`src/rtl/of_pkg.sv`:
```
// of_pkg: shared widths, tensor component order and fill-state encoding for the optical-flow chain
package of_pkg;
  localparam int DEF_TENSOR_WIDTH = 24;
  localparam int XX = 5;
  localparam int XY = 4;
  localparam int XT = 3;
  localparam int YY = 2;
  localparam int YT = 1;
  localparam int TT = 0;
  typedef logic signed [DEF_TENSOR_WIDTH-1:0] tensor_t;
  typedef enum logic {FILL, RUN} state_t;
endpackage

```
`src/rtl/tensor_window_sum.sv`:
```
// tensor_window_sum: one tensor component's sliding-window sum over a circular product buffer
module tensor_window_sum #(
  parameter int PROD_WIDTH = 18,
  parameter int ACC_WIDTH  = 24,
  parameter int WINDOW     = 5,
  parameter int PTR_WIDTH  = 3
) (
  input  logic                         clk,
  input  logic                         rst,
  input  logic                         en_i,
  input  logic                         restart_i,
  input  logic [PTR_WIDTH-1:0]         ptr_i,
  input  logic signed [PROD_WIDTH-1:0] prod_i,
  output logic signed [ACC_WIDTH-1:0]  acc_o
);
  logic signed [PROD_WIDTH-1:0] win_q [WINDOW];
  logic signed [ACC_WIDTH-1:0] acc_q, acc_d;
  // A restart discards the whole window so rows never mix
  always_comb acc_d = restart_i ? ACC_WIDTH'(prod_i)
                                : acc_q + ACC_WIDTH'(prod_i) - ACC_WIDTH'(win_q[ptr_i]);
  always_ff @(posedge clk) begin
    if (rst) begin
      acc_q <= '0;
      win_q <= '{default: '0};
    end else if (en_i) begin
      acc_q <= acc_d;
      for (int i = 0; i < WINDOW; i++)
        win_q[i] <= (PTR_WIDTH'(i) == ptr_i) ? prod_i : (restart_i ? '0 : win_q[i]);
    end
  end
  assign acc_o = acc_q;
endmodule

```
`src/rtl/structure_tensor_builder.sv`:
```
// structure_tensor_builder: per-pixel gradient products summed over a WINDOW-pixel row window
module structure_tensor_builder
  import of_pkg::*;
#(
  parameter int GRAD_WIDTH   = 9,
  parameter int TENSOR_WIDTH = DEF_TENSOR_WIDTH,
  parameter int WINDOW       = 5
) (
  input  logic                           clk,
  input  logic                           rst,
  input  logic                           en,
  input  logic                           line_start,
  input  logic signed [GRAD_WIDTH-1:0]   gx,
  input  logic signed [GRAD_WIDTH-1:0]   gy,
  input  logic signed [GRAD_WIDTH-1:0]   gt,
  output logic signed [TENSOR_WIDTH-1:0] xx,
  output logic signed [TENSOR_WIDTH-1:0] xy,
  output logic signed [TENSOR_WIDTH-1:0] xt,
  output logic signed [TENSOR_WIDTH-1:0] yy,
  output logic signed [TENSOR_WIDTH-1:0] yt,
  output logic signed [TENSOR_WIDTH-1:0] tt,
  output logic                           valid
);
  localparam int PWID = 2 * GRAD_WIDTH;
  localparam int CW   = $clog2(WINDOW + 1);
  localparam int PW   = $clog2(WINDOW);
  if (2 * GRAD_WIDTH + $clog2(WINDOW + 1) > TENSOR_WIDTH || WINDOW < 2 || WINDOW > 16) begin : g_bad_params
    $error("structure_tensor_builder: illegal GRAD_WIDTH/TENSOR_WIDTH/WINDOW combination");
  end
  logic signed [PWID-1:0] prod_d [6];
  logic signed [PWID-1:0] prod_q [6];
  logic signed [TENSOR_WIDTH-1:0] acc [6];
  logic signed [TENSOR_WIDTH-1:0] out_q [6];
  logic ls_p_q, pv_q, first_q, valid_q, adv;
  state_t state_q, state_d;
  logic [CW-1:0] cnt_q, cnt_d;
  logic [PW-1:0] ptr_q, ptr_d;
  always_comb begin
    prod_d[XX] = PWID'(gx) * PWID'(gx);
    prod_d[XY] = PWID'(gx) * PWID'(gy);
    prod_d[XT] = PWID'(gx) * PWID'(gt);
    prod_d[YY] = PWID'(gy) * PWID'(gy);
    prod_d[YT] = PWID'(gy) * PWID'(gt);
    prod_d[TT] = PWID'(gt) * PWID'(gt);
  end
  // The accumulate stage only advances once the product stage holds a real sample
  assign adv = en & pv_q;
  always_comb begin
    state_d = state_q;
    cnt_d   = cnt_q;
    ptr_d   = ptr_q;
    if (adv) begin
      ptr_d   = (ptr_q == PW'(WINDOW - 1)) ? '0 : ptr_q + 1'b1;
      cnt_d   = ls_p_q ? CW'(1) : (cnt_q >= CW'(WINDOW - 1)) ? CW'(WINDOW) : cnt_q + 1'b1;
      state_d = (!ls_p_q && cnt_q >= CW'(WINDOW - 1)) ? RUN : FILL;
    end
  end
  always_ff @(posedge clk) begin
    if (rst) begin
      prod_q  <= '{default: '0};
      out_q   <= '{default: '0};
      ls_p_q  <= 1'b0;
      pv_q    <= 1'b0;
      first_q <= 1'b1;
      valid_q <= 1'b0;
      state_q <= FILL;
      cnt_q   <= '0;
      ptr_q   <= '0;
    end else if (en) begin
      prod_q  <= prod_d;
      ls_p_q  <= line_start | first_q;
      pv_q    <= 1'b1;
      first_q <= 1'b0;
      out_q   <= acc;
      valid_q <= (state_q == RUN);
      state_q <= state_d;
      cnt_q   <= cnt_d;
      ptr_q   <= ptr_d;
    end
  end
  for (genvar c = 0; c < 6; c++) begin : g_sum
    tensor_window_sum #(
      .PROD_WIDTH(PWID),
      .ACC_WIDTH (TENSOR_WIDTH),
      .WINDOW    (WINDOW),
      .PTR_WIDTH (PW)
    ) u_sum (
      .clk      (clk),
      .rst      (rst),
      .en_i     (adv),
      .restart_i(ls_p_q),
      .ptr_i    (ptr_q),
      .prod_i   (prod_q[c]),
      .acc_o    (acc[c])
    );
  end
  assign xx    = out_q[XX];
  assign xy    = out_q[XY];
  assign xt    = out_q[XT];
  assign yy    = out_q[YY];
  assign yt    = out_q[YT];
  assign tt    = out_q[TT];
  assign valid = valid_q;
endmodule

```
`config.mk`:
```
export PLATFORM = sky130hd
export DESIGN_NAME = structure_tensor_builder
export DESIGN_NICKNAME = d
export VERILOG_FILES = /design/src/rtl/of_pkg.sv /design/src/rtl/tensor_window_sum.sv /design/src/rtl/structure_tensor_builder.sv
export SDC_FILE = /design/constraint.sdc
export NUM_CORES = 2
export LEC_CHECK = 0
export BUFFER_PORTS_ARGS = -buffer_cell sky130_fd_sc_hd__buf_2
export CORE_UTILIZATION = 55
export CTS_BUF_LIST = sky130_fd_sc_hd__clkbuf_2
export DETAILED_ROUTE_END_ITERATION = 10
export PLACE_DENSITY = 0.73
export SLEW_MARGIN = 0
export SYNTH_ARGS = -nofsm -noshare
export SYNTH_HDL_FRONTEND = slang
export SYNTH_HIERARCHICAL = 1
export SYNTH_SLANG_ARGS = --single-unit
```
`constraint.sdc`:
```
create_clock -name clk -period 6 [get_ports clk]
set_input_delay 0.3 -clock clk [delete_from_list [all_inputs] [get_ports clk]]
set_output_delay 0.3 -clock clk [all_outputs]
set_load 0.02 [all_outputs]
```
; ---- Word-level counts from Yosys, hierarchy flattened
; Index checks and enable logic that the tools add are counted.
[word_totals]
register_bits = 947
inputBits = 31
out_inout_bits = 145
elab_cells = 158
[classes]
add_sub_neg = 14
n_mul = 6
order_cmp = 2
n_eq_ne = 5
muxes = 59
bitwise_logic = 3
reduce_logical = 14
[ops]
columns = op, count
row1 = $mux 18, 43
row2 = $bmux 18 s3, 6
row3 = $add 24x18->24, 6
row4 = $mux 24, 6
row5 = $sub 24x18->24, 6
row6 = $mul 9x9->18, 6
row7 = $reduce_and 2->1, 6
row8 = $reduce_bool 2->1, 5
row9 = $mux 3, 3
row10 = $add 3x1->3 const B, 2
row11 = $eq 2x3->1 const A, 2
row12 = $ge 4x4->1 const B, 1
row13 = $not 3->4, 1
row14 = $eq 1x3->1 const A, 1
row15 = $eq 3x3->1 const A, 1
row16 = $eq 3x3->1 const B, 1
row17 = $ge 3x3->1 const B, 1
row18 = $logic_not 3->1, 1
row19 = $and 1x1->1, 1
row20 = $logic_and 1x1->1, 1
row21 = $logic_not 1->1, 1
row22 = $mux 1, 1
row23 = $or 1x1->1, 1

; ---- Longest topological paths before layout
[logic_depth]
ltp_word = 6
depth_mapped = 20
depth_no_buf = 19

; ---- By module
; Netlist, hierarchy kept.
[by_module_without_submodules]
columns = module, n_inst, cells_per_inst, area_per_inst_um2, seq_area_each_um2
row1 = tensor_window_sum at g_sum[0].u_sum ..., 5, 784, 6690.2, 2282.2
row2 = structure_tensor_builder, 1, 2819, 26198.9, 5205.0
row3 = tensor_window_sum at g_sum[5].u_sum, 1, 775, 6587.6, 2282.2

; ---- Least setup slack after synthesis
; Ideal clock, no wire load.
[synth_path]
path_type = input to register
startpoint = input gy[1]
endpoint = register prod_q[88] (netlist name)
setup_ns = 0.122
arrival_time_ns = 5.066
t_required_ns = 5.878
setup_slack_ns = 0.812
stages = 16
path_buffers = 2
path_cell_list = clkbuf_1 > clkbuf_1 > nand2_1 > fa_1 > fa_1 > inv_1 > fa_1 > fa_1 > fa_1 > ha_1 > o21ai_1 > o221ai_2 > a211oi_2 > o31ai_1 > mux2_1 > a311o_1
[synth_via]
elab_chain_cells = 1
[synth_lines]
columns = element, line_no
row1 = "start, declared", structure_tensor_builder.sv:14  ; input logic signed [GRAD_WIDTH-1:0] gy,
row2 = $mul 9x9->18, structure_tensor_builder.sv:43  ; prod_d[YT] = PWID'(gy) * PWID'(gt);
row3 = "end signal, assigned", structure_tensor_builder.sv:70  ; prod_q <= prod_d;
row4 = "end, declared", structure_tensor_builder.sv:31  ; logic signed [PWID-1:0] prod_q [6];
; Every way passes these cells.
; A chain may end at the register's enable or synchronous reset.

; ---- Worst setup path in the final report
[layout_path]
startpoint = input gy[1]
endpoint = register prod_q[69] (netlist name)
[layout_via]
elab_chain_cells = 1
[layout_lines]
columns = element, line_no
row1 = $mul 9x9->18, structure_tensor_builder.sv:42  ; prod_d[YY] = PWID'(gy) * PWID'(gy);
; Every way passes these cells.

==> impl_results.rst <==
.. list-table::
   :header-rows: 1

   * - Metric
     - Value
   * - Number of enable flip-flop cells after synthesis
     - 0
   * - Startpoint kind of the worst setup timing path
     - input pin
   * - Worst Hold Launch
     - gt[1]
   * - Xor-xnor portion of the synthesized cell area
     - 2.83%
   * - P_leak
     - 0.0317 µW
   * - Timing-limited maximum frequency
     - 190 MHz
   * - Level count of the clock H-tree
     - 4
   * - Layout cell share with drive strength beyond 1
     - 11.5%
   * - Average via count per standard cell
     - 5.66
   * - Reg-to-reg critical path startpoint
     - ptr_q[1]
   * - Global route total overflow
     - 0
   * - Largest net degree at the start of global routing
     - 179
   * - Compound-cell area share of the yosys netlist
     - 16.2%
   * - Clock root buffer
     - clkbuf_2
   * - Async set or reset register ratio after synthesis
     - 0%
   * - Share of synthesized area spent on multiplexers
     - 7.49%
   * - IO buf count
     - 175
   * - Setup_tns
     - 0 ns
   * - Crit end category
     - register
   * - Result of the run
     - completed
   * - Main synth FF type
     - dfxtp_1
   * - FF-to-FF path depth
     - 16
   * - Max-cap check violation count
     - 0
   * - Die width
     - 349 µm
   * - Largest voltage drop on the vdd net
     - 0.295 mV
   * - CTS tree
     - built
   * - Final count of pins violating max slew
     - 0
   * - Post-synthesis area per instance
     - 8.82 µm²
   * - Slack of the worst reg-to-reg path
     - 1.18 ns
   * - Data arrival time at the worst-slack endpoint
     - 6.81 ns
   * - Post-route clock period utilization
     - 87.7%
   * - Via count of the routed design
     - 53.7k
   * - Wirelength, routed
     - 164000 µm
   * - Number of DRC violations after detailed-routing iteration 0
     - 3863
   * - Final Util
     - 60.2%
   * - Setup Skew
     - 0.148 ns
   * - Setup fix buffers added after clock tree synthesis
     - 0
   * - Placed wire-length estimate after detailed placement
     - 118000 µm
   * - Post-Synth Adder-Cell Area
     - 23.1%
   * - Slew @ Worst Pin
     - 1.34 ns
   * - Clock Latency Late Sink
     - 1.73 ns
   * - Warnings, synthesis
     - 6
   * - Largest family of logic cells by synthesized area
     - adder cells
   * - Clock Sink Count
     - 944
   * - Initial antenna violation count
     - 5
   * - Initial cell density of the core
     - 55.8%
   * - Clock slew seen by the registers of the worst setup and hold paths
     - 0.10 ns
   * - Shortest clock period the worst path allows after layout
     - 5.26 ns
   * - Deepest clock path buffer count
     - 3
   * - Number of instances resized during post-cts repair
     - 0
   * - Global-route wire length before repair
     - 270000 µm
   * - DR pass1 iterations
     - 9
   * - Area of the multi-input gates
     - 0.0417 mm²
   * - Final count of negative-setup-slack endpoints
     - 0
   * - Die boundary height
     - 349 µm
   * - Cells on Worst Hold Path
     - 7
   * - Layout Area Growth over Synthesis
     - 7.92%
   * - Global Route Usage Sum
     - 26.9%
   * - Residual DRC
     - 0
   * - Post-synthesis sequential element count
     - 944
   * - CTS Buf Count
     - 231
   * - Standard-cell rows
     - 126
   * - Instance count of the mapped netlist
     - 7514
   * - Filler instances
     - 10.4k
   * - Total Die Area
     - 0.122 mm²
   * - Slew HR
     - 10.2%
   * - Classification of the worst-slack hold path
     - input pin to register
   * - Worst hold endpoint
     - prod_q[37]
   * - Setup repair after global routing missed its margin
     - false
   * - Routed wirelength normalized by instance count
     - 17.3 µm
   * - Number of library cell types mapped by synthesis
     - 82
   * - Sequential share of the synthesized area
     - 28.5%
   * - Final hold violations
     - 0
   * - Reg-to-reg endpoint
     - g_sum[2].u_sum/acc_o[22]
   * - Fraction of the mapped netlist area in simple logic gates
     - 13.0%
   * - Area used by sequential logic in the layout
     - 0.0189 mm²
   * - Number of I/O pins
     - 176
   * - Critical path data required time
     - 7.55 ns
   * - Crit path kind
     - input pin to register
   * - Placeable Area
     - 0.119 mm²
   * - Remaining antenna violation count
     - 0
   * - Maximum fanout encountered on the critical timing path
     - 20
   * - Pwr Density
     - 427 mW/mm²
   * - Synth Cell Area
     - 0.0662 mm²
   * - Net total in the final layout
     - 8638
   * - Via count of the first global-routing pass
     - 53.3k
   * - Routability cong.
     - 0.975
stage by stage:
step                cells  cell area (µm²)  hold WS [ns]  setup WS, ns  power, µW
finish               9478            71500         0.239         0.740      30500
global route         9477            71500         0.136         0.607      33300
CTS                  9474            71500        0.0107         0.327      30500
detailed placement   9006            68700         0.445         0.509      25900
global placement     9006            68700         0.439         0.610      25500
floorplan            7534            66300         0.431         0.812      21900
worst max-delay path, stage by stage:
cell,delay [ns]
dlygate4sd3_1,0.52
buf_2,0.45
dlygate4sd3_1,0.98
inv_1,0.15
nor2_1,0.22
inv_1,0.11
fa_1,0.51
inv_1,0.05
fa_1,0.48
fa_1,0.56
fa_1,0.43
fa_1,0.47
ha_1,0.33
o21a_1,0.18
o31a_1,0.14
o2111a_1,0.29
or4_1,0.47
nand3_1,0.10
a21oi_1,0.07
flip-flops by register name, summed over array words and instances, names as in the netlist:
name	cells
cnt_q	3
first_q	1
g_sum.u_sum/acc_o	144
g_sum.u_sum/win_q	540
ls_p_q	1
prod_q	105
ptr_q	3
pv_q	1
state_q	1
tt	24
valid	1
xt	24
xx	24
xy	24
yt	24
yy	24
placed cells by master, fill, tap and decap left out, drive strengths merged, types with 34 or more instances in the layout:
master | synthesis | layout
dlygate4sd3 | 0 | 56
ha | 392 | 392
a211oi | 74 | 74
nor2b | 51 | 51
mux2i | 247 | 247
clkbuf | 314 | 338
a21o | 77 | 77
xnor2 | 134 | 134
nand3 | 44 | 44
nand2 | 470 | 470
and2 | 119 | 119
clkinv | 7 | 64
mux4 | 102 | 102
nor2 | 1031 | 1031
o211ai | 59 | 59
o21ai | 365 | 365
fa | 518 | 518
buf | 97 | 285
a22oi | 541 | 541
inv | 1128 | 1136
nor3 | 50 | 50
a31oi | 34 | 34
xor2 | 80 | 80
nand4 | 49 | 49
a21oi | 250 | 250
dfxtp | 944 | 944
Yosys cell counts (all sizes together) (134+ instances only):
library cell | number | area [µm²]
a22oi | 541 | 4060
o21ai | 365 | 1850
clkbuf | 314 | 1180
dfxtp | 944 | 18900
ha | 392 | 4900
nand2 | 470 | 1780
mux2i | 247 | 2470
xnor2 | 134 | 1170
nor2 | 1031 | 3870
a21oi | 250 | 1330
fa | 518 | 10400
inv | 1128 | 4250
final cells by class:
type	count	share of cell area, %
diodes	5	0.0175
clock buffers	338	2.37
clock inverters	71	0.660
inverters	1135	5.99
multi-input cells	5044	58.3
flip-flops and latches	944	26.5
well taps	1600	2.80
repair buffers	341	3.44
power by group:
part,internal [µW],switching [µW]
Sequential,6770,791
Combinational,7820,10700
Clock,1790,2650
repair_timing:
item                                    4_1_cts  5_1_grt
endpoints found under the setup margin        0        2
hold endpoints to repair                    941        0
hold buffers                                 59        0
worst max-delay path by stage:
stage,start,endpoint,slack [ns],cells past startpoint
6_report,gy[1],prod_q[69],0.74,19
5_1_grt,gy[1],prod_q[70],0.61,19
4_1_cts,gx[0],prod_q[16],0.33,21
3_5_place_dp,gt[8],prod_q[50],0.51,15
3_3_place_gp,gt[2],prod_q[107],0.61,18
2_1_floorplan,gy[1],prod_q[88],0.81,16
cell families (layout without fill, tap and decap cells):
| kind of cell | count (synthesis) | count (layout) |
|---|---|---|
| AOI/OAI and AO/OA | 1568 | 1568 |
| xor gates and xnor gates | 214 | 214 |
| adders and majority gates | 910 | 910 |
| buffers and inverters | 1546 | 1885 |
| DFF | 944 | 944 |
| muxes | 366 | 366 |
| other | 1 | 26 |
| and+or+nand+nor | 1965 | 1965 |
metal layers:
layer / GRT usage, % / part of all wire, % / wire [µm]
met1: 35.9 / 44 / 72000
met2: 44.7 / 48 / 78600
met3: 4.73 / 6.2 / 10200
met4: 7.64 / 1.9 / 3170
met5: 0 / 0.016 / 27
Power figures use the tool's default switching activity.
